[src/rtl/instr_fetch_unit_if.sv]
// Fetch-unit bundle: program-counter hooks, instruction-memory read port, decode handoff and error flag.
// The master modport is the fetch unit's view; slave is the surrounding pipeline and memory.
interface instr_fetch_unit_if #(
    parameter int AW = 8,
    parameter int IW = 16
);
    logic [AW-1:0] pc;
    logic          pc_adv;
    logic          flush;
    logic          mem_req;
    logic [AW-1:0] mem_addr;
    logic          mem_ack;
    logic [IW-1:0] mem_rdata;
    logic          if_valid;
    logic          if_ready;
    logic [IW-1:0] if_instr;
    logic [AW-1:0] if_pc;
    logic          fetch_err;

    modport master (
        input  pc, flush, mem_ack, mem_rdata, if_ready,
        output pc_adv, mem_req, mem_addr, if_valid, if_instr, if_pc, fetch_err
    );

    modport slave (
        output pc, flush, mem_ack, mem_rdata, if_ready,
        input  pc_adv, mem_req, mem_addr, if_valid, if_instr, if_pc, fetch_err
    );
endinterface

[src/rtl/instr_fetch_unit.sv]
// Instruction fetch unit: one outstanding memory read at a time feeding a 2-entry {pc, instr} FIFO.
// Define IFU_TIMEOUT_EN to abandon reads unanswered for 16 cycles and raise a sticky fetch_err.
module instr_fetch_unit #(
    parameter int AW = 8,
    parameter int IW = 16
) (
    input  logic                  clk,
    input  logic                  rst_n,
    instr_fetch_unit_if.master    bus
);

    typedef enum logic [1:0] {
        ST_IDLE = 2'd0,
        ST_WAIT = 2'd1,
        ST_DROP = 2'd2
    } state_e;

    state_e        state_q, state_d;
    logic          mem_req_q, mem_req_d;
    logic [AW-1:0] mem_addr_q, mem_addr_d;
    logic          pc_adv_q, pc_adv_d;

    logic [AW-1:0] fifo_pc_q    [2];
    logic [IW-1:0] fifo_instr_q [2];
    logic          rd_ptr_q, rd_ptr_d;
    logic          wr_ptr_q, wr_ptr_d;
    logic [1:0]    count_q, count_d;

    logic          push;
    logic          pop;
    logic          timeout;

    assign push = (state_q == ST_WAIT) && bus.mem_ack && !bus.flush;
    assign pop  = (count_q != 2'd0) && bus.if_ready;

    always_comb begin
        state_d    = state_q;
        mem_req_d  = mem_req_q;
        mem_addr_d = mem_addr_q;
        pc_adv_d   = 1'b0;
        case (state_q)
            ST_IDLE: begin
                if (!bus.flush && (count_q < 2'd2)) begin
                    state_d    = ST_WAIT;
                    mem_req_d  = 1'b1;
                    mem_addr_d = bus.pc;
                    pc_adv_d   = 1'b1;
                end
            end
            ST_WAIT: begin
                if (bus.mem_ack || timeout) begin
                    state_d   = ST_IDLE;
                    mem_req_d = 1'b0;
                end else if (bus.flush) begin
                    state_d = ST_DROP;
                end
            end
            ST_DROP: begin
                if (bus.mem_ack || timeout) begin
                    state_d   = ST_IDLE;
                    mem_req_d = 1'b0;
                end
            end
            default: begin
                state_d   = ST_IDLE;
                mem_req_d = 1'b0;
            end
        endcase
    end

    always_ff @(posedge clk or negedge rst_n) begin
        if (!rst_n) begin
            state_q    <= ST_IDLE;
            mem_req_q  <= 1'b0;
            mem_addr_q <= '0;
            pc_adv_q   <= 1'b0;
        end else begin
            state_q    <= state_d;
            mem_req_q  <= mem_req_d;
            mem_addr_q <= mem_addr_d;
            pc_adv_q   <= pc_adv_d;
        end
    end

    // Flush clears the FIFO outright, overriding any push or pop in the same cycle.
    always_comb begin
        rd_ptr_d = rd_ptr_q;
        wr_ptr_d = wr_ptr_q;
        count_d  = count_q;
        if (bus.flush) begin
            rd_ptr_d = 1'b0;
            wr_ptr_d = 1'b0;
            count_d  = 2'd0;
        end else begin
            if (push) begin
                wr_ptr_d = ~wr_ptr_q;
            end
            if (pop) begin
                rd_ptr_d = ~rd_ptr_q;
            end
            count_d = count_q + {1'b0, push} - {1'b0, pop};
        end
    end

    always_ff @(posedge clk or negedge rst_n) begin
        if (!rst_n) begin
            rd_ptr_q        <= 1'b0;
            wr_ptr_q        <= 1'b0;
            count_q         <= 2'd0;
            fifo_pc_q[0]    <= '0;
            fifo_pc_q[1]    <= '0;
            fifo_instr_q[0] <= '0;
            fifo_instr_q[1] <= '0;
        end else begin
            rd_ptr_q <= rd_ptr_d;
            wr_ptr_q <= wr_ptr_d;
            count_q  <= count_d;
            if (push) begin
                fifo_pc_q[wr_ptr_q]    <= mem_addr_q;
                fifo_instr_q[wr_ptr_q] <= bus.mem_rdata;
            end
        end
    end

`ifdef IFU_TIMEOUT_EN
    logic [3:0] tmo_cnt_q, tmo_cnt_d;
    logic       fetch_err_q, fetch_err_d;

    assign timeout = (tmo_cnt_q == 4'd15);

    // Held at zero while idle so every new request starts a fresh count; 15+1 wraps back to zero.
    always_comb begin
        tmo_cnt_d   = tmo_cnt_q;
        fetch_err_d = fetch_err_q;
        if (state_q == ST_IDLE) begin
            tmo_cnt_d = 4'd0;
        end else if (!bus.mem_ack) begin
            tmo_cnt_d = tmo_cnt_q + 4'd1;
            if (timeout) begin
                fetch_err_d = 1'b1;
            end
        end
    end

    always_ff @(posedge clk or negedge rst_n) begin
        if (!rst_n) begin
            tmo_cnt_q   <= 4'd0;
            fetch_err_q <= 1'b0;
        end else begin
            tmo_cnt_q   <= tmo_cnt_d;
            fetch_err_q <= fetch_err_d;
        end
    end

    assign bus.fetch_err = fetch_err_q;
`else
    assign timeout       = 1'b0;
    assign bus.fetch_err = 1'b0;
`endif

    assign bus.mem_req  = mem_req_q;
    assign bus.mem_addr = mem_addr_q;
    assign bus.pc_adv   = pc_adv_q;
    assign bus.if_valid = (count_q != 2'd0);
    assign bus.if_instr = (count_q != 2'd0) ? fifo_instr_q[rd_ptr_q] : '0;
    assign bus.if_pc    = (count_q != 2'd0) ? fifo_pc_q[rd_ptr_q]    : '0;

endmodule

[src/flat_wrapper.sv]
// flat-port wrapper written by rule: the top's interface ports become plain ports
module instr_fetch_unit_flat 
#(
    parameter int AW = 8,
    parameter int IW = 16
)
  (clk, rst_n, bus_pc, bus_flush, bus_mem_ack, bus_mem_rdata, bus_if_ready, bus_pc_adv, bus_mem_req, bus_mem_addr, bus_if_valid, bus_if_instr, bus_if_pc, bus_fetch_err);
  instr_fetch_unit_if #(.AW(AW), .IW(IW)) bus_i ();
  input  logic clk;
  input  logic rst_n;
  input wire logic [$bits(bus_i.pc)-1:0] bus_pc;
  input wire logic [$bits(bus_i.flush)-1:0] bus_flush;
  input wire logic [$bits(bus_i.mem_ack)-1:0] bus_mem_ack;
  input wire logic [$bits(bus_i.mem_rdata)-1:0] bus_mem_rdata;
  input wire logic [$bits(bus_i.if_ready)-1:0] bus_if_ready;
  output wire logic [$bits(bus_i.pc_adv)-1:0] bus_pc_adv;
  output wire logic [$bits(bus_i.mem_req)-1:0] bus_mem_req;
  output wire logic [$bits(bus_i.mem_addr)-1:0] bus_mem_addr;
  output wire logic [$bits(bus_i.if_valid)-1:0] bus_if_valid;
  output wire logic [$bits(bus_i.if_instr)-1:0] bus_if_instr;
  output wire logic [$bits(bus_i.if_pc)-1:0] bus_if_pc;
  output wire logic [$bits(bus_i.fetch_err)-1:0] bus_fetch_err;
  assign bus_i.pc = bus_pc;
  assign bus_i.flush = bus_flush;
  assign bus_i.mem_ack = bus_mem_ack;
  assign bus_i.mem_rdata = bus_mem_rdata;
  assign bus_i.if_ready = bus_if_ready;
  assign bus_pc_adv = bus_i.pc_adv;
  assign bus_mem_req = bus_i.mem_req;
  assign bus_mem_addr = bus_i.mem_addr;
  assign bus_if_valid = bus_i.if_valid;
  assign bus_if_instr = bus_i.if_instr;
  assign bus_if_pc = bus_i.if_pc;
  assign bus_fetch_err = bus_i.fetch_err;
  instr_fetch_unit #(.AW(AW), .IW(IW)) u_core (.clk(clk), .rst_n(rst_n), .bus(bus_i));
endmodule
[config.mk]
export PLATFORM = sky130hd
export DESIGN_NAME = instr_fetch_unit_flat
export DESIGN_NICKNAME = d
export VERILOG_FILES = /design/src/rtl/instr_fetch_unit_if.sv /design/src/rtl/instr_fetch_unit.sv /design/src/flat_wrapper.sv
export SDC_FILE = /design/constraint.sdc
export NUM_CORES = 1
export LEC_CHECK = 0
export ABC_AREA = 1
export CORE_UTILIZATION = 54
export DETAILED_ROUTE_END_ITERATION = 10
export HOLD_SLACK_MARGIN = 0.05
export PLACE_DENSITY = 0.85
export SYNTH_ARGS = -nofsm -noshare
export SYNTH_HDL_FRONTEND = slang
export SYNTH_SLANG_ARGS = --single-unit
[constraint.sdc]
create_clock -name clk -period 3.09 [get_ports clk]
set_input_delay 0.4635 -clock clk [delete_from_list [all_inputs] [get_ports clk]]
set_output_delay 0.4635 -clock clk [all_outputs]
set_load 0.02 [all_outputs]
* Yosys cells after proc, flatten, opt, wreduce, memory -nomap -nowiden *
Cells that the tools add are included.
W data, S select, Z words.

storage, ports and cells
  flip-flop bits (word level) = 64
  bits of input ports = 29
  output and inout port bits = 36
  word-level logic and storage cells = 70

cells by class
  add/subtract/negate cells = 2
  magnitude comparators = 4
  eq/ne operators = 6
  mux-type cells = 29
  bitwise gates (word level) = 4
  reduce and logical (&&, ||, !) cells = 14

operators with widths
  kind                  number
  $mux W16              5
  $mux W8               5
  $bwmux W32            1
  $bwmux W16            1
  $demux W16 S1         1
  $mux W2               5
  $demux W8 S1          1
  $mux W1               8
  $pmux W2 S3           1
  $reduce_bool A2 Y1    3
  $logic_and A1 B1 Y1   5
  $ge A2 B2 Y1 const B  2
  $ne A2 B1 Y1 const B  2
  $not A1 Y2            2
  $reduce_and A2 Y1     2
  $ne A3 B3 Y1 const B  1
  $reduce_and A3 Y1     1
  $add A2 B1 Y2         1
  $eq A2 B1 Y1 const B  1
  $eq A2 B2 Y1 const B  1
  $logic_not A2 Y1      1
  $lt A2 B1 Y1 const B  1
  $lt A2 B2 Y1 const B  1
  $ne A2 B2 Y1 const B  1
  other kinds (5)       6

* Longest topological paths before layout *
Gate-level depths: netlist of the first run.

  depth after elaboration = 6
  gate-level depth with buffers = 9
  gate-level depth less buffers = 8

* Worst setup path after synthesis of the first run *
OpenSTA, ideal clock, no wires.

  kind = reg-to-output
  start = register u_core.rd_ptr_q
  end = output port bus_if_instr[0]
  arrival = 1197 ps
  required time = 2626 ps
  setup slack = 1429 ps
  stages on the path, launching flop included = 6
  path buffers = 2
  cells stage by stage = dfrtp_1 -> buf_2 -> inv_1 -> buf_2 -> nand2_1 -> a21oi_1

on the way
  word-level cells in the longest chain between the ends = 5

RTL lines
  what                                         line                     source
  start, declared                              instr_fetch_unit.sv:25   logic rd_ptr_q, rd_ptr_d;
  start signal, assigned                       instr_fetch_unit.sv:115  rd_ptr_q <= rd_ptr_d;
  $not A1 Y2 (not written as such)             instr_fetch_unit.sv:165  assign bus.if_instr = (count_q != 2'd0) ? fifo_instr_q[rd_ptr_q] : '0;
  $mux W16 (not written as such) (3 in a row)  instr_fetch_unit.sv:165
  $mux W16                                     instr_fetch_unit.sv:165
  end, declared                                flat_wrapper.sv:20       output wire logic [$bits(bus_i.if_instr)-1:0] bus_if_instr;

No other way between the ends. The select of a mux whose other input is x is not followed.

* Final worst setup path of the first run *
  start = register u_core.rd_ptr_q
  end = output port bus_if_instr[10]

The elaborated chain is that of the path after synthesis.

==> flow_metrics.env, run 1 <==
export IMPL_status="finished, final reports clean"
export IMPL_p_leak_nw=1.77
export IMPL_start_kind="register"
export IMPL_die_x_um=75.7
export IMPL_ys_types=22
export IMPL_grt_overflow=0
export IMPL_drv_slew=0
export IMPL_cts_buffers=9
export IMPL_wl_um=6000
export IMPL_critPathKind="reg2out"
export IMPL_dr_first_iter_drc_count=241
export IMPL_relSlewSlack_pct=39.1
export IMPL_p_switching_mw=1.38
export IMPL_p_per_area_nw_per_um2=964
export IMPL_dp_cells=466
export IMPL_worstPathRequired_ns=2.63
export IMPL_worstReg2RegStart="u_core.state_q[1]$_DFFE_PN0P_"
export IMPL_area_delta_synth_final_pct=27.4
export IMPL_drt_wirelength_per_cell_um=12.5
export IMPL_cts_tree="yes"
export IMPL_clock_fmax_mhz=383
export IMPL_ir_worst_vdd_uv=584
export IMPL_core_area_um2=5170
export IMPL_track_usage_pct=23.1
export IMPL_root_buffer="clkbuf_8"
export IMPL_post_cts_repair_setup_buffers=0
export IMPL_pwr_share_comb_pct=41.8
export IMPL_viasPerCell=5.03
export IMPL_port_buffers=63
export IMPL_antenna_cells=0
export IMPL_num_vias=2424
export IMPL_layout_drive_gt1_share_pct=8.50
export IMPL_htree_levels=3
export IMPL_setup_viol=0
export IMPL_stdcell_count=482
export IMPL_grt_pass1_wl_um=9530
export IMPL_seqPwrFrac_pct=39.3
export IMPL_synth_ff_latch_count=64
export IMPL_design_area_um2=3730
export IMPL_arrival_ns=2.15
export IMPL_worst_pin_slew_ns=0.910
export IMPL_synth_sequential_area_ratio_pct=54.6
export IMPL_gp_congestion=0.766
export IMPL_finalNetCount=441
export IMPL_swShare_pct=38.3
export IMPL_syn_num_nets=381
export IMPL_critPathMaxFanout=13
export IMPL_die_h_um=75.7
export IMPL_synthCells=347
export IMPL_cts_sinks=64
export IMPL_dr_pass1_iters=4
export IMPL_initial_utilization_pct=56.7
export IMPL_dpl_worst_slack_ns=0.818
export IMPL_path_clk_slew_ns=0.06
export IMPL_synth_warnings=0
export IMPL_drc=0
export IMPL_final_hold_viol_count=0
export IMPL_fp_row_count=26
export IMPL_cp_end_kind="output pin"
export IMPL_grt_pass1_vias=2140
export IMPL_skew_ns=0.00726
export IMPL_syn_cell_area_um2=2930
export IMPL_dp_final_hpwl_um=3940
export IMPL_ant_nets=0
export IMPL_syn_avg_cell_area_um2=8.45
export IMPL_setup_ws_ns=0.480
export IMPL_antenna_found_initial=0
export IMPL_clk_latency_ns=0.34
export IMPL_fin_crit_ns=2.61
export IMPL_tns_ns=0
export IMPL_ios=65
export IMPL_grt_max_degree=50
export IMPL_startpoint="u_core.rd_ptr_q$_DFFE_PN0P_"
export IMPL_cts_resized_gates=0
export IMPL_holdCritPathClass="in2async"
export IMPL_p_clk_share_pct=18.8
export IMPL_die_area_um2=5730
export IMPL_cap_violations=0
export IMPL_clk_path_buf_depth=2
export IMPL_p_int_mw=2.22
export IMPL_period_share_pct=84.5
export IMPL_placed_area_um2=3550
export IMPL_rsz0062_at_grt="no"
export IMPL_cts_hold_buf=0
-- cell families (layout without fill, tap and decap cells) --
| group | count (synthesis) | after routing | share of synthesized area, % |
|---|---|---|---|
| compound gates | 84 | 84 | 15.5 |
| fa+ha+maj | 5 | 5 | 2.13 |
| buf+inv | 56 | 121 | 9.09 |
| flops | 64 | 64 | 54.6 |
| other cells | 1 | 1 | 0.128 |
| simple gates | 137 | 137 | 18.5 |
-- synth_stat cells --
cell type  number  area share, %
a21oi_1        27            4.6
buf_2           5           0.85
buf_4           1           0.26
buf_6           6            2.3
clkbuf_1        6           0.77
clkbuf_2        1           0.17
conb_1          1           0.13
dfrtp_1        64             55
ha_1            5            2.1
inv_1          36            4.6
inv_2           1           0.13
nand2_1       117             15
nand2_2         3           0.64
nand3_1         3           0.51
nand4_1         2           0.43
nor2_1          9            1.2
nor2_2          1           0.21
nor2_4          1           0.38
o21ai_0        27            4.6
o21ai_1        21            3.6
o21ai_2         9            2.7
or2_2           1           0.21
-- flip-flops by register name, summed over array words and instances, names as in the netlist --
signal,flops
u_core.rd_ptr_q,1
u_core.fifo_pc_q,16
u_core.wr_ptr_q,1
u_core.bus.mem_addr,8
u_core.count_q,2
u_core.state_q,2
u_core.bus.mem_req,1
u_core.bus.pc_adv,1
u_core.fifo_instr_q,32
-- critical path, stage by stage, from the launching register on --
cell             delay [ns]
dfrtp_1                0.37
inv_1                  0.33
buf_4                  0.27
nand2_1                0.07
a21oi_1                0.14
clkdlybuf4s50_1        0.62
-- path summary, 6_finish.rpt --
kind	end	slack [ns]	depth (start not counted)
worst max-delay path	bus_if_instr[10]	0.48	5
worst min-delay path	u_core.fifo_instr_q[25]$_DFFE_PN0P_	0.06	1
worst max register to register	u_core.fifo_instr_q[5]$_DFFE_PN0P_	1.18	6
worst min register to register	u_core.fifo_pc_q[8]$_DFFE_PN0P_	0.48	2
max in group asynchronous	u_core.fifo_instr_q[12]$_DFFE_PN0P_	2.12	2
min in group clk	u_core.fifo_pc_q[8]$_DFFE_PN0P_	0.48	2
-- metrics by stage --
stage / util, % / power (mW) / hold slack, ns
final: 72.2 / 3.60 / 0.0623
after global routing: 72.2 / 3.87 / 0.0804
after CTS: 72.2 / 3.62 / 0.0697
after detailed placement: 68.7 / 2.93 / 0.432
after global placement: 68.7 / 2.87 / 0.427
after floorplan: - / 2.35 / 0.168
-- per-layer routing --
metal  routed length, µm  up-vias  GRT usage, %
met5                   0        -             0
met4                 102        0          10.3
met3                 344        8          6.22
met2                2850       79          37.5
met1                2710     1124          29.4
li1                    -     1213             -
-- layout make-up --
class,count,area [µm²]
Clock inverter,4,45.0
Timing Repair Buffer,68,663
Tap cell,70,87.6
Multi-Input combinational cell,227,1060
Inverter,37,139
Fill cell,386,1440
Clock buffer,12,135
Sequential cell,64,1600
-- layout by cell type, fill, tap and decap left out --
cell / count
buf_2: 1
buf_4: 5
nand2_1: 117
nor2_1: 9
nand2_2: 3
nand3_1: 3
inv_1: 36
nor2_4: 1
clkdlybuf4s50_1: 62
or2_2: 1
clkbuf_8: 9
a21oi_1: 27
clkbuf_1: 3
conb_1: 1
clkinv_2: 3
ha_1: 5
o21ai_2: 9
o21ai_1: 21
dfrtp_1: 64
bufinv_16: 1
nand4_1: 2
inv_2: 1
o21ai_0: 27
nor2_2: 1
-- power by group through the flow --
stage	Clock [mW]	Combinational (mW)	Sequential, mW
5_1_grt	0.728	1.68	1.46
3_3_place_gp	0	1.46	1.41
2_1_floorplan	0	0.893	1.46
6_report	0.677	1.51	1.42
4_1_cts	0.685	1.52	1.41
3_5_place_dp	0	1.51	1.42
Power figures use the tool's default switching activity.
==> inputs of run 2 (changes only) <==
Settings changed: CORE_UTILIZATION 54 to 45, PLACE_DENSITY 0.85 to 0.75.
Clock period 3.09 ns to 2.2 ns, I/O delays scaled along.
==> flow_metrics.env, run 2 (same netlist as run 1, synthesis figures left out) <==
export IMPL_p_clk_share_pct=22.5
export IMPL_layout_drive_gt1_share_pct=9.16
export IMPL_multi_input_area_um2=1060
export IMPL_p_per_area_nw_per_um2=1350
export IMPL_dp_cells=476
export IMPL_p_switching_mw=1.92
export IMPL_die_area_um2=6840
export IMPL_status="finished, final reports clean"
export IMPL_final_hold_viol_count=0
export IMPL_most_common_layout_cells="117 x nand2_1, 64 x dfrtp_1, 38 x clkdlybuf4s50_1"
export IMPL_root_buffer="clkbuf_8"
export IMPL_largest_register_ffs=32
export IMPL_grt_pass1_vias=2197
export IMPL_cts_sinks=64
export IMPL_period_share_pct=91.2
export IMPL_port_buffers=63
export IMPL_grt_pass1_wl_um=9980
export IMPL_p_leak_nw=2.19
export IMPL_grt_overflow=0
export IMPL_placed_area_um2=3620
export IMPL_num_vias=2426
export IMPL_swShare_pct=36.2
export IMPL_drv_slew=0
export IMPL_gp_congestion=0.771
export IMPL_stdcell_count=492
export IMPL_startpoint="u_core.count_q[1]$_DFF_PN0_"
export IMPL_registers_top_by_ff_count="u_core.fifo_instr_q"
export IMPL_core_area_um2=6310
export IMPL_grt_max_degree=50
export IMPL_htree_levels=3
export IMPL_total_power_mw=5.29
export IMPL_die_x_um=82.7
export IMPL_finalNetCount=445
export IMPL_cts_buffers=9
export IMPL_track_usage_pct=19.9
export IMPL_wl_um=6140
export IMPL_slowest_delay_ns=0.53
export IMPL_tns_ns=0
export IMPL_die_h_um=82.7
export IMPL_area_delta_synth_final_pct=33.6
export IMPL_skew_ns=0.00898
export IMPL_seqPwrFrac_pct=37.5
export IMPL_critPathKind="reg2out"
export IMPL_dr_first_iter_drc_count=110
export IMPL_clock_fmax_mhz=498
export IMPL_clk_path_buf_depth=2
export IMPL_cap_violations=0
export IMPL_dr_pass1_iters=4
export IMPL_fin_crit_ns=2.01
export IMPL_fp_row_count=29
export IMPL_seqCellArea_um2=1600
export IMPL_p_int_mw=3.37
export IMPL_crit_buf_inv=3
export IMPL_ant_nets=0
export IMPL_ir_worst_vdd_uv=747
export IMPL_antenna_found_initial=0
export IMPL_setup_viol=0
export IMPL_cts_tree="yes"
export IMPL_rsz0062_at_grt="no"
export IMPL_pwr_share_comb_pct=40.0
export IMPL_drt_wirelength_per_cell_um=12.5
export IMPL_arrival_ns=1.68
export IMPL_viasPerCell=4.93
export IMPL_holdCritPathClass="in2async"
export IMPL_start_kind="register"
export IMPL_worstReg2RegStart="u_core.count_q[1]$_DFF_PN0_"
export IMPL_worstPathRequired_ns=1.87
export IMPL_initial_utilization_pct=46.4
export IMPL_critPathMaxFanout=15
export IMPL_path_clk_slew_ns=0.07
export IMPL_slowest_stage="clkdlybuf4s50_1"
export IMPL_critPathTopFamily="buffers and inverters"
export IMPL_cp_end_kind="output pin"
export IMPL_fill_cells=567
export IMPL_drc=0
export IMPL_final_common_cell="nand2_1"
export IMPL_clk_latency_ns=0.33
export IMPL_path_cells="nor2_2 > buf_4 > inv_1 > clkdlybuf4s50_1"
export IMPL_dpl_worst_slack_ns=0.321
export IMPL_setup_ws_ns=0.194
export IMPL_design_area_um2=3920
export IMPL_antenna_cells=0
export IMPL_ios=65
export IMPL_dp_final_hpwl_um=4040
[run 2: power groups by stage]
stage          Clock (mW)  Sequential, mW  Combinational (mW)
3_5_place_dp            0            2.00                2.17
2_1_floorplan           0            2.05                1.25
5_1_grt              1.28            2.04                2.37
3_3_place_gp            0            1.98                2.11
6_report             1.19            1.99                2.11
4_1_cts              1.22            1.98                2.17
[run 2: final timing paths]
| check | to | slack [ns] | cells past startpoint |
|---|---|---|---|
| max | bus_if_valid | 0.19 | 4 |
| min | u_core.fifo_instr_q[27]$_DFFE_PN0P_ | 0.45 | 2 |
| max reg2reg | u_core.count_q[1]$_DFF_PN0_ | 0.54 | 9 |
| min reg2reg | u_core.fifo_pc_q[11]$_DFFE_PN0P_ | 0.48 | 2 |
| max in group asynchronous | u_core.bus.mem_addr[1]$_DFFE_PN0P_ | 1.05 | 3 |
| min in group clk | u_core.fifo_pc_q[11]$_DFFE_PN0P_ | 0.48 | 2 |
[run 2: layer usage]
metal / track usage, % / wire length [µm] / up-vias
met4: 7.24 / 43 / 0
met5: 0 / 0 / -
met2: 32.8 / 2910 / 59
met3: 5.93 / 324 / 6
met1: 24.8 / 2870 / 1135
li1: - / - / 1226
[run 2: cell type report]
type	instances	area share, %
Timing Repair Buffer	72	20.0
Inverter	37	3.55
Clock buffer	12	3.70
Clock inverter	3	2.30
Multi-Input combinational cell	227	27.1
Sequential cell	64	40.9
Tap cell	77	2.46
[run 2: per-stage QoR]
step,hold slack [ns],utilization (%)
after floorplan,0.0344,-
after global placement,0.256,57.4
after detailed placement,0.261,57.4
after CTS,0.445,61.2
after global routing,0.474,62.0
final,0.450,62.0
[run 2: what timing repair did]
action                                  in CTS  in global routing
hold buffers                                 1                  0
gates resized for setup                      4                 21
endpoints found under the setup margin       4                 20
hold endpoints to repair                    15                  0
setup buffers                                0                  0
[run 2: worst register-to-register path: stages, from the launching register on]
cell	delay, ns
dfrtp_1	0.43
nor2_2	0.11
buf_4	0.22
nor2_1	0.10
ha_1	0.28
inv_1	0.04
ha_1	0.19
nand3_1	0.08
nand2_1	0.05
nor2_1	0.10
